===== src/rtl/qsort_sched_if.sv =====
// Requester-facing bundle of the sort scheduler: job request/grant, load stream
// and result stream for two requesters.
interface qsort_sched_if #(
  parameter int DW = 32
);
  logic [1:0]      req;
  logic [1:0]      gnt;
  logic [2*DW-1:0] s_data;
  logic [1:0]      s_valid;
  logic [1:0]      s_ready;
  logic [DW-1:0]   m_data;
  logic [1:0]      m_valid;
  logic [1:0]      m_ready;

  modport master (
    output req, s_data, s_valid, m_ready,
    input  gnt, s_ready, m_data, m_valid
  );

  modport slave (
    input  req, s_data, s_valid, m_ready,
    output gnt, s_ready, m_data, m_valid
  );
endinterface


===== src/rtl/qsort_sched.sv =====
// Two-requester scheduler for a shared external sorter: grants jobs round-robin, streams
// a job into the sorter, captures the sorted words and drains them back to the owner.
// Optional load watchdog enabled by defining QSORT_SCHED_TIMEOUT_EN.
module qsort_sched #(
  parameter int DW       = 32,
  parameter int N_ELEM   = 10,
  parameter int SORT_LAT = 2
) (
  input  logic          clk,
  input  logic          rst_n,
  qsort_sched_if.slave  bus,
  output logic [DW-1:0] acc_data_o,
  output logic          acc_data_valid,
  output logic          func_sel,
  output logic          sort_clr,
  input  logic [DW-1:0] sort_data_i,
  output logic          busy,
  output logic          done,
  output logic          err
);

  localparam int CW = $clog2(N_ELEM + 1);
  localparam int LW = $clog2(SORT_LAT + 1);
  localparam logic [CW-1:0] LAST     = CW'(N_ELEM - 1);
  localparam logic [LW-1:0] LAT_LAST = LW'(SORT_LAT - 1);

  typedef enum logic [2:0] {IDLE, CLR, LOAD, WAIT, CAPT, DRAIN} state_t;

  state_t        state_q, state_d;
  logic [1:0]    gnt_q, gnt_d;
  logic          rr_ptr, rr_d;
  logic [CW-1:0] beat_cnt;
  logic [LW-1:0] lat_cnt;
  logic [CW-1:0] cap_idx;
  logic [CW-1:0] rd_idx;
  logic [DW-1:0] sbuf [N_ELEM];

  logic          g;
  logic          pick;
  logic [DW-1:0] s_sel;
  logic          beat;
  logic          drain_hs;
  logic          err_c;

  // Granted requester index; gnt_q is one-hot while a job is active.
  assign g        = gnt_q[1];
  assign pick     = bus.req[rr_ptr] ? rr_ptr : ~rr_ptr;
  assign s_sel    = g ? bus.s_data[2*DW-1:DW] : bus.s_data[DW-1:0];
  assign beat     = (state_q == LOAD) && bus.s_valid[g];
  assign drain_hs = (state_q == DRAIN) && bus.m_ready[g];
  assign bus.gnt  = gnt_q;
  assign busy     = (state_q != IDLE);

`ifdef QSORT_SCHED_TIMEOUT_EN
  localparam logic [7:0] WDOG_MAX = 8'hFF;
  logic [7:0] wdog;
  assign err = err_c;
`else
  assign err = 1'b0;
`endif

  always_comb begin
    state_d        = state_q;
    gnt_d          = gnt_q;
    rr_d           = rr_ptr;
    bus.s_ready    = 2'b00;
    bus.m_valid    = 2'b00;
    bus.m_data     = '0;
    acc_data_o     = '0;
    acc_data_valid = 1'b0;
    func_sel       = 1'b0;
    sort_clr       = 1'b0;
    done           = 1'b0;
    err_c          = 1'b0;
    case (state_q)
      IDLE: begin
        if (|bus.req) begin
          gnt_d   = pick ? 2'b10 : 2'b01;
          state_d = CLR;
        end
      end
      CLR: begin
        sort_clr = 1'b1;
        state_d  = LOAD;
      end
      LOAD: begin
        func_sel    = 1'b1;
        bus.s_ready = gnt_q;
        if (beat) begin
          acc_data_o     = s_sel;
          acc_data_valid = 1'b1;
          if (beat_cnt == LAST) state_d = WAIT;
        end
`ifdef QSORT_SCHED_TIMEOUT_EN
        else if (wdog == WDOG_MAX) begin
          // Stalled loader: flush the sorter and hand the slot to the other requester.
          err_c    = 1'b1;
          sort_clr = 1'b1;
          gnt_d    = 2'b00;
          rr_d     = ~g;
          state_d  = IDLE;
        end
`endif
      end
      WAIT: begin
        if (lat_cnt == LAT_LAST) state_d = CAPT;
      end
      CAPT: begin
        if (cap_idx == LAST) state_d = DRAIN;
      end
      DRAIN: begin
        bus.m_valid = gnt_q;
        bus.m_data  = sbuf[rd_idx];
        if (drain_hs && (rd_idx == LAST)) begin
          done    = 1'b1;
          gnt_d   = 2'b00;
          rr_d    = ~g;
          state_d = IDLE;
        end
      end
      default: state_d = IDLE;
    endcase
  end

  always_ff @(posedge clk or negedge rst_n) begin
    if (!rst_n) begin
      state_q <= IDLE;
      gnt_q   <= 2'b00;
      rr_ptr  <= 1'b0;
    end else begin
      state_q <= state_d;
      gnt_q   <= gnt_d;
      rr_ptr  <= rr_d;
    end
  end

  // Each counter restarts when its state is entered and saturates at its terminal value.
  always_ff @(posedge clk or negedge rst_n) begin
    if (!rst_n) begin
      beat_cnt <= '0;
      lat_cnt  <= '0;
      cap_idx  <= '0;
      rd_idx   <= '0;
    end else begin
      if (state_d == LOAD && state_q != LOAD)
        beat_cnt <= '0;
      else if (beat && beat_cnt != LAST)
        beat_cnt <= beat_cnt + 1'b1;

      if (state_d == WAIT && state_q != WAIT)
        lat_cnt <= '0;
      else if (state_q == WAIT && lat_cnt != LAT_LAST)
        lat_cnt <= lat_cnt + 1'b1;

      if (state_d == CAPT && state_q != CAPT)
        cap_idx <= '0;
      else if (state_q == CAPT && cap_idx != LAST)
        cap_idx <= cap_idx + 1'b1;

      if (state_d == DRAIN && state_q != DRAIN)
        rd_idx <= '0;
      else if (drain_hs && rd_idx != LAST)
        rd_idx <= rd_idx + 1'b1;
    end
  end

`ifdef QSORT_SCHED_TIMEOUT_EN
  always_ff @(posedge clk or negedge rst_n) begin
    if (!rst_n)
      wdog <= '0;
    else if ((state_d == LOAD && state_q != LOAD) || beat)
      wdog <= '0;
    else if (state_q == LOAD && wdog != WDOG_MAX)
      wdog <= wdog + 1'b1;
  end
`endif

  always_ff @(posedge clk) begin
    if (state_q == CAPT)
      sbuf[cap_idx] <= sort_data_i;
  end

endmodule

===== src/flat_wrapper.sv =====
// flat-port wrapper written by rule: the top's interface ports become plain ports
module qsort_sched_flat 
#(
  parameter int DW       = 32,
  parameter int N_ELEM   = 10,
  parameter int SORT_LAT = 2
)
  (clk, rst_n, acc_data_o, acc_data_valid, func_sel, sort_clr, sort_data_i, busy, done, err, bus_req, bus_s_data, bus_s_valid, bus_m_ready, bus_gnt, bus_s_ready, bus_m_data, bus_m_valid);
  qsort_sched_if #(.DW(DW)) bus_i ();
  input  logic clk;
  input  logic rst_n;
  output logic [DW-1:0] acc_data_o;
  output logic acc_data_valid;
  output logic func_sel;
  output logic sort_clr;
  input  logic [DW-1:0] sort_data_i;
  output logic busy;
  output logic done;
  output logic err;
  input wire logic [$bits(bus_i.req)-1:0] bus_req;
  input wire logic [$bits(bus_i.s_data)-1:0] bus_s_data;
  input wire logic [$bits(bus_i.s_valid)-1:0] bus_s_valid;
  input wire logic [$bits(bus_i.m_ready)-1:0] bus_m_ready;
  output wire logic [$bits(bus_i.gnt)-1:0] bus_gnt;
  output wire logic [$bits(bus_i.s_ready)-1:0] bus_s_ready;
  output wire logic [$bits(bus_i.m_data)-1:0] bus_m_data;
  output wire logic [$bits(bus_i.m_valid)-1:0] bus_m_valid;
  assign bus_i.req = bus_req;
  assign bus_i.s_data = bus_s_data;
  assign bus_i.s_valid = bus_s_valid;
  assign bus_i.m_ready = bus_m_ready;
  assign bus_gnt = bus_i.gnt;
  assign bus_s_ready = bus_i.s_ready;
  assign bus_m_data = bus_i.m_data;
  assign bus_m_valid = bus_i.m_valid;
  qsort_sched #(.DW(DW), .N_ELEM(N_ELEM), .SORT_LAT(SORT_LAT)) u_core (.clk(clk), .rst_n(rst_n), .bus(bus_i), .acc_data_o(acc_data_o), .acc_data_valid(acc_data_valid), .func_sel(func_sel), .sort_clr(sort_clr), .sort_data_i(sort_data_i), .busy(busy), .done(done), .err(err));
endmodule

===== config.mk =====
export PLATFORM = sky130hd
export DESIGN_NAME = qsort_sched_flat
export DESIGN_NICKNAME = d
export VERILOG_FILES = /design/src/rtl/qsort_sched_if.sv /design/src/rtl/qsort_sched.sv /design/src/flat_wrapper.sv
export SDC_FILE = /design/constraint.sdc
export NUM_CORES = 1
export LEC_CHECK = 0
export BUFFER_PORTS_ARGS = -buffer_cell sky130_fd_sc_hd__buf_2
export CAP_MARGIN = 10
export CORE_MARGIN = 5
export CORE_UTILIZATION = 30
export DETAILED_ROUTE_END_ITERATION = 8
export PLACE_DENSITY_LB_ADDON = 0.25
export RECOVER_POWER = 50
export SYNTH_ARGS = -nofsm -noshare
export SYNTH_HDL_FRONTEND = slang
export SYNTH_SLANG_ARGS = --single-unit

===== constraint.sdc =====
create_clock -name clk -period 3.4 [get_ports clk]
set_input_delay 0.34 -clock clk [delete_from_list [all_inputs] [get_ports clk]]
set_output_delay 0.34 -clock clk [all_outputs]
set_load 0.05 [all_outputs]

==> results.md <==
* Run status: completed
* Final setup violation count at 0
* Simple-gate share of the synthesized area at 3.94%
* Top_reg_cell synth: edfxtp_1
* CORE AREA at 45400 um2
* Min-Delay Path Class: in -> reg
* CTS Buf Count at 39
* CP cell instances: buf_4, mux4_2, o22ai_1, a211oi_1, buf_2
* Final wirelength at 32.5 mm
* Distinct cell type count after synthesis at 43
* Worst Path Max Fanout at 19
* Max-Cap Viols at 0
* First-pass GRT wire length at 48.9 mm
* Final ANT Viol Nets at 0
* Delay-heaviest family, CP: flip-flops
* Clk slew on worst S/H paths at 60 ps
* Slowest cell delay on critical path at 680 ps
* Worst EP arrival at 2730 ps
* WP buf/inv at 2
* Crit path time final at 3070 ps
* PortBufs at 178
* Total negative slack at 0 ps
* Post-Syn Area at 13700 um2
* Relative slew slack at 18.8%
* Die Ht at 224 um
* Clock Path Buffers at 3
* DRC at 0
* Synth Warn # at 0
* Clock latency on the worst-skew pair at 530 ps
* DR WL/cell at 21.0 um
* Register area share after synthesis at 73.6%
* Clk sink count at 340
* Post-synthesis mux area share at 15.7%
* Synth Area in XOR/XNOR at 0.383%
* Final Slew Violations at 0
* Synth Area per Inst at 19.2 um2
* Number of global-route vias before repair at 7713
* Ratio of cells with drive above 1 in the final layout at 32.3%
* Die X at 224 um
* Worst Hold Depth at 3
* Final Cycle Share at 90.2%
* Hold WS at 118 ps
* Total setup buffers inserted after CTS at 0
* H-tree Lvls at 2
* Die Area at 50200 um2
* Startpoint Class: flop
* Largest family of logic cells by synthesized area: multiplexers
* Starting Density at 30.3%
* DR pass1 iterations at 4
* Least-Margin Pin Slew at 1220 ps
* Post-synth EDFFs at 320
* Fraction of the mapped netlist area in adder cells at 0.820%
* Slowest library cell on the worst path: dfrtp_4
* Row Count at 78
* Routability cong. at 0.877
* Pin count of the biggest net entering global routing at 35
* Placement Setup Slack at 756 ps
* Post-synth ARST share at 5.88%
* Vias at 7299
* Final Worst Setup Slack at 334 ps
* Final hold viol count at 0
* Post-synthesis instance total at 717
* R2R depth at 4
* Crit Path Category: reg -> out
* Ports at 180
* Clk root buf: clkbuf_16
* CP Depth at 5
* Antenna Cells at 0
* Nets at 1034
* Seq cells post-synth at 340
* Crit path capture type: output pin
* Worst EP required at 3060 ps
* Vias/cell at 4.71
* Area Overhead vs Synth at 21.6%
* Initial antenna violation count at 2
* Fill cells at 4269
* GRT overflow at 0
* Fmax at 326 MHz
* Multi-input logic area at 3360 um2
* Register Area at 10100 um2
* GRT Total Usage at 12.7%
* Mapped Nets at 830
* 1st-iter DRT viols at 386
* Synth Area in Compound Gates at 3.73%
* Clk_skew at 17.1 ps
* TritonCTS clock tree: done
* Static Leak at 0.00588 uW
* Cell Pwr Density at 693 nW/um2
* DPL Wire Length at 20.8 mm
* Unrepaired setup endpoints after global routing: no
* Peak supply drop at 0.000373 V
state kept, by name, indices dropped and copies added, names as in the netlist:
signal and cells:
u_core.cap_idx 4, u_core.beat_cnt 4, u_core.sbuf 320, u_core.lat_cnt 2, u_core.state_q 3, u_core.rr_ptr 1, u_core.bus.gnt 2, u_core.rd_idx 4
cell usage in the layout, fill, tap and decap left out, types with 5 or more instances in the layout:
master,n
o22ai_1,32
a211oi_1,35
mux2i_1,69
mux4_2,64
buf_4,21
dfrtp_1,16
buf_2,138
clkbuf_16,40
and2_2,8
clkinv_1,13
clkbuf_1,42
buf_12,15
nand2_1,10
nor2_1,45
inv_1,9
clkinv_2,5
edfxtp_1,320
ha_1,9
Yosys cell counts (7+ instances only):
cell	count	share of area, %
buf_2	14	0.51
mux2i_1	69	5.0
buf_4	7	0.38
nand2_1	10	0.27
a211oi_1	35	1.9
nor2_1	45	1.2
o22ai_1	32	1.5
ha_1	9	0.82
and2_1	12	0.55
clkbuf_1	21	0.57
dfrtp_1	20	3.6
inv_1	9	0.25
mux4_2	64	10
edfxtp_1	320	70
layout make-up:
cell class,instances,area share (%)
Timing Repair Buffer,209,7.70
Tap cell,600,4.49
Multi-Input combinational cell,322,20.1
Inverter,9,0.202
Clock inverter,23,0.734
Sequential cell,340,60.6
Clock buffer,48,6.17
logic make-up (layout without fill, tap and decap cells):
| logic type | Yosys count | count (layout) |
|---|---|---|
| and+or+nand+nor | 96 | 96 |
| DFF | 340 | 340 |
| AOI/OAI and AO/OA | 75 | 75 |
| other | 1 | 1 |
| adders and majority gates | 9 | 9 |
| muxes | 135 | 135 |
| buffers and inverters | 55 | 289 |
| xor gates and xnor gates | 6 | 6 |
through the flow:
step	util, %	cells	instance area, um2	power, uW
after floorplan	-	717	13700	7180
after global placement	34.4	1479	15600	7970
after detailed placement	34.4	1479	15600	7990
after CTS	37.0	1551	16800	11800
after global routing	36.8	1551	16700	12100
final	36.8	1551	16700	11600
where the power goes:
group          internal [uW]  leakage [uW]  total (uW)  switching (uW)
clock network           2160      0.000559        3760            1600
logic                   1120       0.00220        2930            1810
registers               4690       0.00312        4880             198
worst paths after layout:
check / start / to / slack, ps
setup / recovery: u_core.rd_idx[1] / bus_m_data[10] / 330
hold / removal: bus_req[0] / u_core.bus.gnt[0] / 120
setup reg to reg: u_core.state_q[2] / u_core.sbuf[0][18] / 490
hold reg to reg: u_core.beat_cnt[3] / u_core.beat_cnt[3] / 500
max in group asynchronous: rst_n / u_core.rd_idx[1] / 1930
min in group asynchronous: rst_n / u_core.beat_cnt[0] / 590
worst min-delay path: cells and delay by family:
kind                   cells  cell delay [ps]
and+or+nand+nor            1               80
AOI/OAI and AO/OA          1               80
buffers and inverters      1              110
layer usage:
layer	vias to the layer above	track usage (%)	wire length (um)
met2	239	21.4	15600
met5	-	0	27
met3	35	2.90	2130
met4	4	2.69	454
li1	3322	-	-
met1	3699	17.0	14300
timing repair:
item / CTS / global route
hold buffers: 1 / 0
hold endpoints to repair: 20 / 0
gates resized for setup: 0 / 0
(Power assumes the default switching activity.)
